$ cat config.mk
export PLATFORM = sky130hd
export DESIGN_NAME = uart_rx_ctrl
export DESIGN_NICKNAME = d
export VERILOG_FILES = /design/src/rtl/uart_rx_ctrl.sv
export SDC_FILE = /design/constraint.sdc
export NUM_CORES = 1
export LEC_CHECK = 0
export BUFFER_PORTS_ARGS = -buffer_cell sky130_fd_sc_hd__buf_2
export CAP_MARGIN = 40
export CORE_MARGIN = 3
export CORE_UTILIZATION = 53
export DETAILED_ROUTE_END_ITERATION = 6
export PLACE_DENSITY = 0.83
export SYNTH_ARGS = -nofsm -noshare
export SYNTH_HDL_FRONTEND = slang
export SYNTH_SLANG_ARGS = --single-unit
$ cat constraint.sdc
create_clock -name CLK -period 2.57 [get_ports CLK]
set_input_delay 0.3855 -clock CLK [delete_from_list [all_inputs] [get_ports CLK]]
set_output_delay 0.3855 -clock CLK [all_outputs]
set_load 0.03 [all_outputs]
$ cat src/rtl/uart_rx_ctrl.sv
// uart_rx_ctrl: receive-side UART controller.
// Oversamples RX_IN, takes a 2-of-3 majority vote in the middle of every bit
// and walks the frame: start, 8 data bits LSB first, optional parity, stop.
// Feeds the deserializer (deser_en / sampled_bit / bit_counter) and raises
// the frame flags data_valid, par_err and stp_err.
// Optional build macro RX_SYNC_EN: when defined, RX_IN goes through a
// 2-flop synchronizer first; every RX event then lands 2 cycles later.
module uart_rx_ctrl #(
  parameter int PRESCALE_W = 6
) (
  input  logic                  CLK,
  input  logic                  RST,
  input  logic                  RX_IN,
  input  logic [PRESCALE_W-1:0] Prescale,
  input  logic                  PAR_EN,
  input  logic                  PAR_TYP,
  output logic                  sampled_bit,
  output logic                  deser_en,
  output logic [3:0]            bit_counter,
  output logic                  data_valid,
  output logic                  par_err,
  output logic                  stp_err
);

  typedef enum logic [2:0] {IDLE, START, DATA, PARITY, STOP} state_e;

  state_e                  state_q;
  logic [PRESCALE_W-1:0]   edgeCnt_q;
  logic [PRESCALE_W-1:0]   presc_q;
  logic                    parEn_q;
  logic                    parTyp_q;
  logic                    parAcc_q;
  logic [2:0]              samp_q;
  logic                    sampledBit_q;
  logic                    deserEn_q;
  logic [3:0]              bitCnt_q;
  logic                    dataValid_q;
  logic                    parErr_q;
  logic                    stpErr_q;

  logic                    rxBit;
  logic [PRESCALE_W-1:0]   prescSel_d;
  logic [PRESCALE_W-1:0]   halfCnt;
  logic [PRESCALE_W-1:0]   lastEdge;
  logic [PRESCALE_W-1:0]   strobeEdge;
  logic                    atLast;
  logic                    vote;

`ifdef RX_SYNC_EN
  logic [1:0] sync_q;

  // Two-flop synchronizer; resets to the idle-high level so reset never looks like a start bit
  always_ff @(posedge CLK) begin
    if (RST) sync_q <= 2'b11;
    else     sync_q <= {sync_q[0], RX_IN};
  end

  assign rxBit = sync_q[1];
`else
  assign rxBit = RX_IN;
`endif

  // Only 8, 16 and 32 are meaningful oversampling ratios; everything else falls back to 8
  always_comb begin
    prescSel_d = PRESCALE_W'(8);
    if (Prescale == PRESCALE_W'(16) || Prescale == PRESCALE_W'(32))
      prescSel_d = Prescale;
  end

  assign halfCnt    = presc_q >> 1;
  assign lastEdge   = presc_q - PRESCALE_W'(1);
  // The strobe is launched one edge early so it is visible while the counter
  // reads P-1, i.e. while bit_counter still names the bit being written
  assign strobeEdge = presc_q - PRESCALE_W'(2);
  assign atLast     = (edgeCnt_q == lastEdge);
  assign vote       = (samp_q[0] & samp_q[1]) | (samp_q[0] & samp_q[2]) | (samp_q[1] & samp_q[2]);

  // Frame sequencer: edge counter, three-point sampler, vote and all registered outputs
  always_ff @(posedge CLK) begin
    if (RST) begin
      state_q      <= IDLE;
      edgeCnt_q    <= '0;
      presc_q      <= '0;
      parEn_q      <= 1'b0;
      parTyp_q     <= 1'b0;
      parAcc_q     <= 1'b0;
      samp_q       <= '0;
      sampledBit_q <= 1'b0;
      deserEn_q    <= 1'b0;
      bitCnt_q     <= '0;
      dataValid_q  <= 1'b0;
      parErr_q     <= 1'b0;
      stpErr_q     <= 1'b0;
    end else begin
      deserEn_q   <= 1'b0;
      dataValid_q <= 1'b0;

      if (state_q != IDLE) begin
        edgeCnt_q <= atLast ? '0 : edgeCnt_q + PRESCALE_W'(1);
        if (edgeCnt_q == halfCnt - PRESCALE_W'(1)) samp_q[0] <= rxBit;
        if (edgeCnt_q == halfCnt)                  samp_q[1] <= rxBit;
        if (edgeCnt_q == halfCnt + PRESCALE_W'(1)) samp_q[2] <= rxBit;
        if (edgeCnt_q == halfCnt + PRESCALE_W'(2)) sampledBit_q <= vote;
      end

      case (state_q)
        IDLE: begin
          if (!rxBit) begin
            state_q   <= START;
            edgeCnt_q <= '0;
            presc_q   <= prescSel_d;
            parEn_q   <= PAR_EN;
            parTyp_q  <= PAR_TYP;
            parAcc_q  <= 1'b0;
            parErr_q  <= 1'b0;
            stpErr_q  <= 1'b0;
          end
        end
        START: begin
          if (atLast) begin
            if (sampledBit_q) begin
              state_q <= IDLE;
            end else begin
              state_q  <= DATA;
              bitCnt_q <= 4'd1;
            end
          end
        end
        DATA: begin
          if (edgeCnt_q == strobeEdge) deserEn_q <= 1'b1;
          if (atLast) begin
            parAcc_q <= parAcc_q ^ sampledBit_q;
            if (bitCnt_q == 4'd8) begin
              bitCnt_q <= 4'd0;
              state_q  <= parEn_q ? PARITY : STOP;
            end else begin
              bitCnt_q <= bitCnt_q + 4'd1;
            end
          end
        end
        PARITY: begin
          if (atLast) begin
            if (sampledBit_q != (parAcc_q ^ parTyp_q)) parErr_q <= 1'b1;
            state_q <= STOP;
          end
        end
        STOP: begin
          if (atLast) begin
            if (!sampledBit_q) stpErr_q <= 1'b1;
            dataValid_q <= !parErr_q && sampledBit_q;
            state_q     <= IDLE;
          end
        end
        default: state_q <= IDLE;
      endcase
    end
  end

  assign sampled_bit = sampledBit_q;
  assign deser_en    = deserEn_q;
  assign bit_counter = bitCnt_q;
  assign data_valid  = dataValid_q;
  assign par_err     = parErr_q;
  assign stp_err     = stpErr_q;

endmodule

; Word-level counts from Yosys, hierarchy flattened
; Cells that the tools add are included.
; W data, S select, Z words.
[word_totals]
register_bits = 30
out_inout_bits = 9
in_bits = 11
wordCells = 106
[classes]
n_mux = 29
eq_ne = 23
n_reduce_logical = 21
bitwise = 11
addsub = 7
[ops]
columns = operator, n
row1 = $eq A6 B6 Y1, 5
row2 = $mux W6, 5
row3 = $mux W3, 7
row4 = $ne A2 B2 Y1 const B, 9
row5 = $mux W4, 4
row6 = $pmux W3 S5, 1
row7 = $reduce_and A4 Y1, 3
row8 = $reduce_and A2 Y1, 5
row9 = $pmux W4 S2, 1
row10 = $reduce_bool A2 Y1, 4
row11 = $mux W1, 7
row12 = $add A5 B1 Y6 const B, 1
row13 = $add A5 B2 Y6 const B, 1
row14 = $add A6 B1 Y6 const B, 1
row15 = $eq A3 B2 Y1 const B, 2
row16 = $eq A6 B5 Y1, 1
row17 = $eq A6 B5 Y1 const B, 1
row18 = $eq A6 B6 Y1 const B, 1
row19 = $pmux W1 S2, 3
row20 = $reduce_and A6 Y1, 1
row21 = $sub A5 B1 Y6 const B, 1
row22 = $sub A6 B1 Y6 const B, 1
row23 = $sub A6 B2 Y6 const B, 1
row24 = $add A4 B1 Y4 const B, 1
row25 = other kinds (17), 24

; Depth between registers and ports, before layout
[depth]
depth_word = 6
ltp_mapped = 11
ltp_nobuf = 8

; Worst setup path after synthesis
; OpenSTA, ideal clock, no wires.
[synth_timing]
path_kind = register -> register
from = register presc_q[1]
to = register bitCnt_q[2], in the netlist bit_counter[2]
slack_ps = -46
period_less_slack_ps = 2616
required_time_ps = 2499
n_path_buf = 2
stages_incl_launch_ff = 11
setup_time_ps = 71
arrival_time_ps = 2546
path_cell_list = dfxtp_1 -> clkbuf_1 -> inv_1 -> ha_1 -> buf_2 -> a21boi_1 -> xnor2_1 -> o2111ai_2 -> or4_4 -> or4_1 -> a21oi_1
[synth_between]
elab_chain_cells = 4
elab_cells_between_ends = 5
cone_classes = add/sub (1) / eq/ne (3) / reduce/logical (1)
[synth_rtl]
columns = item, line
row1 = start: declaration, 29  ; logic [PRESCALE_W-1:0] presc_q;
row2 = start signal: assignment, 111  ; presc_q <= prescSel_d;
row3 = $sub A6 B1 Y6 *, 71  ; assign lastEdge = presc_q - PRESCALE_W'(1);
row4 = $eq A6 B6 Y1 *, 75  ; assign atLast = (edgeCnt_q == lastEdge);
row5 = $ne A2 B2 Y1 (no line), --
row6 = $reduce_and A4 Y1 (no line) *, --
row7 = end signal: assignment, 137  ; bitCnt_q <= bitCnt_q + 4'd1;
row8 = end: declaration, 36  ; logic [3:0] bitCnt_q;
; Mark *: on every way between the ends. The rest lies on a longest branch, timed or not.
; A chain may end at the register's enable or synchronous reset.

; Worst setup path in the final report
[layout_timing]
from = register presc_q[0]
to = register bitCnt_q[2], in the netlist bit_counter[2]
; The elaborated chain is that of the path after synthesis.

==> metrics.log <==
INFO  metric timing_hold_violations_final = 0
INFO  metric route.final.wire_length = 4810 um
INFO  metric worstPathRequired = 2.79 ns
INFO  metric die_w = 68.4 um
INFO  metric worst_clock_skew = 0.00438 ns
INFO  metric post_drt_wl_per_cell = 14.5 um
INFO  metric synth_enable_flop_cells = 0
INFO  metric vias_in_the_first_global_route = 1736
INFO  metric tightestPinTransition = 0.549 ns
INFO  metric viasPerCell = 5.80
INFO  metric p_total = 0.00114 W
INFO  metric fin_tns_setup = 0 ns
INFO  metric root_buffer = sky130_fd_sc_hd__clkbuf_8
INFO  metric worst_path_max_delay_cell = sky130_fd_sc_hd__or4_4
INFO  metric dp_hpwl = 3530 um
INFO  metric setup-violations-final = 0
INFO  metric yosys_register_bits = 30
INFO  metric path_class = reg2reg
INFO  metric mappedNetlistNets = 282
INFO  metric post-route-drc-count = 0
INFO  metric cellPowerDensity = 489 nW/um2
INFO  metric synth-seq-area-share = 29.1%
INFO  metric placeableCoreArea = 3720 um2
INFO  metric rsz0062_at_grt = false
INFO  metric clk_transition_reported_paths = 0.07 ns
INFO  metric internal_power = 0.000795 W
INFO  metric cts_hold_buf = 0
INFO  metric worst_setup_path_start_kind = register
INFO  metric max_freq = 409 MHz
INFO  metric area.growth.synth_to_final = 13.4%
INFO  metric firstDrtPassIters = 4
INFO  metric pin_count_of_the_biggest_net_entering_global_routing = 26
INFO  metric first_pass_grt_wire_length = 7990 um
INFO  metric mappedNetlistArea = 2070 um2
INFO  metric numPortBuffers = 19
INFO  metric cp-end-kind = register
INFO  metric crit_path_max_fanout = 5
INFO  metric cts_made_buffers = 5
INFO  metric combPwrFrac = 21.3%
INFO  metric p_sw = 0.000349 W
INFO  metric antenna_violations_before_repair = 0
INFO  metric seq_power_share = 44.3%
INFO  metric crit_arrival = 2.66 ns
INFO  metric layout.nets = 303
INFO  metric antennaDiodeCount = 0
INFO  metric worst-path-buf-inv = 1
INFO  metric cpLargestDelayFamily = simple AND/OR/NAND/NOR gates
INFO  metric yosysWarningCount = 0
INFO  metric groute.usage.overall = 22.7%
INFO  metric initial_core_util = 55.6%
INFO  metric max_h_tree_level = 2
INFO  metric placement_rows = 22
INFO  metric peak_supply_drop = 0.000307 V
INFO  metric final_slew_viol_count = 0
INFO  metric gp_congestion = 0.862
INFO  metric die-height = 68.4 um
INFO  metric run_status = finished clean
INFO  metric top_level_ports = 20
INFO  metric clkLatencyLatePin = 0.28 ns
INFO  metric slew_headroom = 62.4%
INFO  metric postSynthAreaPerCell = 7.91 um2
INFO  metric max-clock-path-buffers = 2
INFO  metric ys_async_sr_fraction = 0%
INFO  metric synth_top_flop_cell = sky130_fd_sc_hd__dfxtp_1
INFO  metric layout-drive-gt1-share = 17.0%
INFO  metric drv.max_cap_violation_count = 0
INFO  metric route.antenna.remaining_nets = 0
INFO  metric floorplan.die_area = 4680 um2
INFO  metric timing.critical_path.slowest_cell_delay = 0.57 ns
INFO  metric power.share.switching = 30.5%
INFO  metric grt_remaining_overflow = 0
INFO  metric tritoncts = done
INFO  metric n_fill_cell = 347
INFO  metric hold_class = in2reg
INFO  metric final_min_period_over_clock_period = 95.1%
INFO  metric tritoncts_num_sinks = 30
INFO  metric netlist-cell-type-count = 49
INFO  metric vias = 1921
INFO  metric total_leakage_power = 0.964 nW
INFO  metric critical_path.cell_chain = inv_1 > ha_1 > xnor2_2 > xnor2_1 > o2111ai_2 > or4_4 > or4_1 > a21oi_1
INFO  metric detailedRoute.firstIterationViolations = 115
INFO  metric finalCriticalPeriod = 2.44 ns
INFO  metric netlist_instances = 261
INFO  metric clock_network_fraction_of_total_power = 34.4%
Yosys cell counts, drive strengths merged (2+ instances only):
master,instances,share of area (%)
a211oi,2,0.73
inv,10,1.8
and3,7,2.1
nand2b,8,2.4
ha,10,6.1
o21ai,9,2.2
or3,3,0.91
o211ai,3,1.1
nand2,18,3.3
a31oi,4,1.2
a32o,3,1.5
dfxtp,30,29
nor3,8,1.9
clkbuf,11,2.0
a221oi,2,0.85
buf,7,1.6
a21boi,2,0.73
or4,4,1.6
nor2,28,5.1
mux2i,3,1.5
xor2,12,5.1
a32oi,2,0.85
nor3b,5,1.8
a311oi,3,1.3
mux2,2,1.1
nand3,9,2.2
nor2b,10,3.0
xnor2,14,5.9
and2,2,0.61
a21oi,13,3.1
layout make-up:
type | instances | area (um2) | share of cell area (%)
multi-input combinational | 203 | 1360 | 58.1
sequential | 30 | 601 | 25.6
clock buffer | 7 | 86.3 | 3.69
tap | 48 | 60.1 | 2.56
clock inverter | 1 | 5.00 | 0.214
inverter | 10 | 37.5 | 1.60
timing repair buffer | 32 | 193 | 8.23
power groups by stage:
stage	clock [W]	combinational [W]	sequential, W
CTS	0.000400	0.000239	0.000505
detailed placement	0	0.000238	0.000516
finish	0.000394	0.000244	0.000507
global route	0.000431	0.000268	0.000510
floorplan	0	0.000183	0.000506
global placement	0	0.000234	0.000516
flip-flops by register name, indices dropped and copies added (netlist names), 3 cells and up:
signal	flops
samp_q	3
state_q	3
presc_q	6
bit_counter	4
edgeCnt_q	6
what timing repair did:
action,4_1_cts,5_1_grt
resized for setup,0,2
setup endpoints to repair,0,2
hold endpoints to repair,0,0
setup buffers,0,0
layout by cell type, fill, tap and decap left out, types with 2 or more instances in the layout:
cell / netlist / layout
sky130_fd_sc_hd__mux2i_1: 3 / 3
sky130_fd_sc_hd__a311oi_1: 3 / 3
sky130_fd_sc_hd__and2_1: 2 / 2
sky130_fd_sc_hd__a221oi_1: 2 / 2
sky130_fd_sc_hd__o21ai_0: 9 / 9
sky130_fd_sc_hd__a31oi_1: 4 / 4
sky130_fd_sc_hd__nand2b_1: 8 / 8
sky130_fd_sc_hd__a32oi_1: 2 / 2
sky130_fd_sc_hd__dfxtp_1: 30 / 30
sky130_fd_sc_hd__xnor2_1: 14 / 13
sky130_fd_sc_hd__nor2b_1: 10 / 10
sky130_fd_sc_hd__nand2_1: 18 / 18
sky130_fd_sc_hd__a21oi_1: 13 / 13
sky130_fd_sc_hd__o211ai_1: 3 / 3
sky130_fd_sc_hd__a21boi_1: 2 / 2
sky130_fd_sc_hd__buf_4: 0 / 13
sky130_fd_sc_hd__clkbuf_8: 0 / 6
sky130_fd_sc_hd__nor3_1: 8 / 8
sky130_fd_sc_hd__ha_1: 10 / 10
sky130_fd_sc_hd__or3_1: 3 / 3
sky130_fd_sc_hd__nor3b_1: 5 / 5
sky130_fd_sc_hd__inv_1: 10 / 9
sky130_fd_sc_hd__xor2_1: 12 / 12
sky130_fd_sc_hd__a211oi_1: 2 / 2
sky130_fd_sc_hd__a32o_1: 3 / 3
sky130_fd_sc_hd__nand3_1: 9 / 9
sky130_fd_sc_hd__and3_1: 7 / 7
sky130_fd_sc_hd__buf_2: 6 / 19
sky130_fd_sc_hd__or4_1: 3 / 3
sky130_fd_sc_hd__nor2_1: 28 / 28
sky130_fd_sc_hd__mux2_2: 2 / 2
per-stage QoR:
step	worst slack, ns	util (%)	cell area, um2	cells	hold slack, ns
CTS	0.0446	62.8	2330	331	0.333
global placement	0.177	60.4	2240	323	0.440
finish	0.125	63.0	2340	331	0.338
detailed placement	0.0891	60.4	2240	323	0.451
global route	0.00000466	63.0	2340	331	0.334
floorplan	0.0484	-	2070	261	0.445
worst reg2reg max path: cells and delay by family (launching register included):
kind	cells	cell delay (ns)
flops	1	0.40
compound gates	2	0.33
xor+xnor	2	0.34
buf+inv	1	0.08
fa+ha+maj	1	0.25
simple gates	2	0.98
per-layer routing:
layer | GRT usage [%] | wire (um)
met1 | 32.5 | 2390
met2 | 32.2 | 2140
met3 | 6.73 | 196
met4 | 6.70 | 78
met5 | 0 | 0
path summary, 6_finish.rpt:
kind	startpoint	endpoint	slack, ns	depth (start not counted)
hold / removal	PAR_TYP	parTyp_q	0.34	3
setup / recovery	presc_q[0]	bit_counter[2]	0.13	8
hold reg to reg	stp_err	stp_err	0.46	2
setup reg to reg	presc_q[0]	bit_counter[2]	0.13	8
kinds of logic after synthesis:
group	Yosys count	synth area share, %
mux	5	2.54
fa+ha+maj	11	6.54
compound gates	54	18.5
flops	30	29.1
buf+inv	28	5.45
xor+xnor	26	11.0
simple gates	107	26.9
Note: power is estimated with default switching activity, not from simulation.
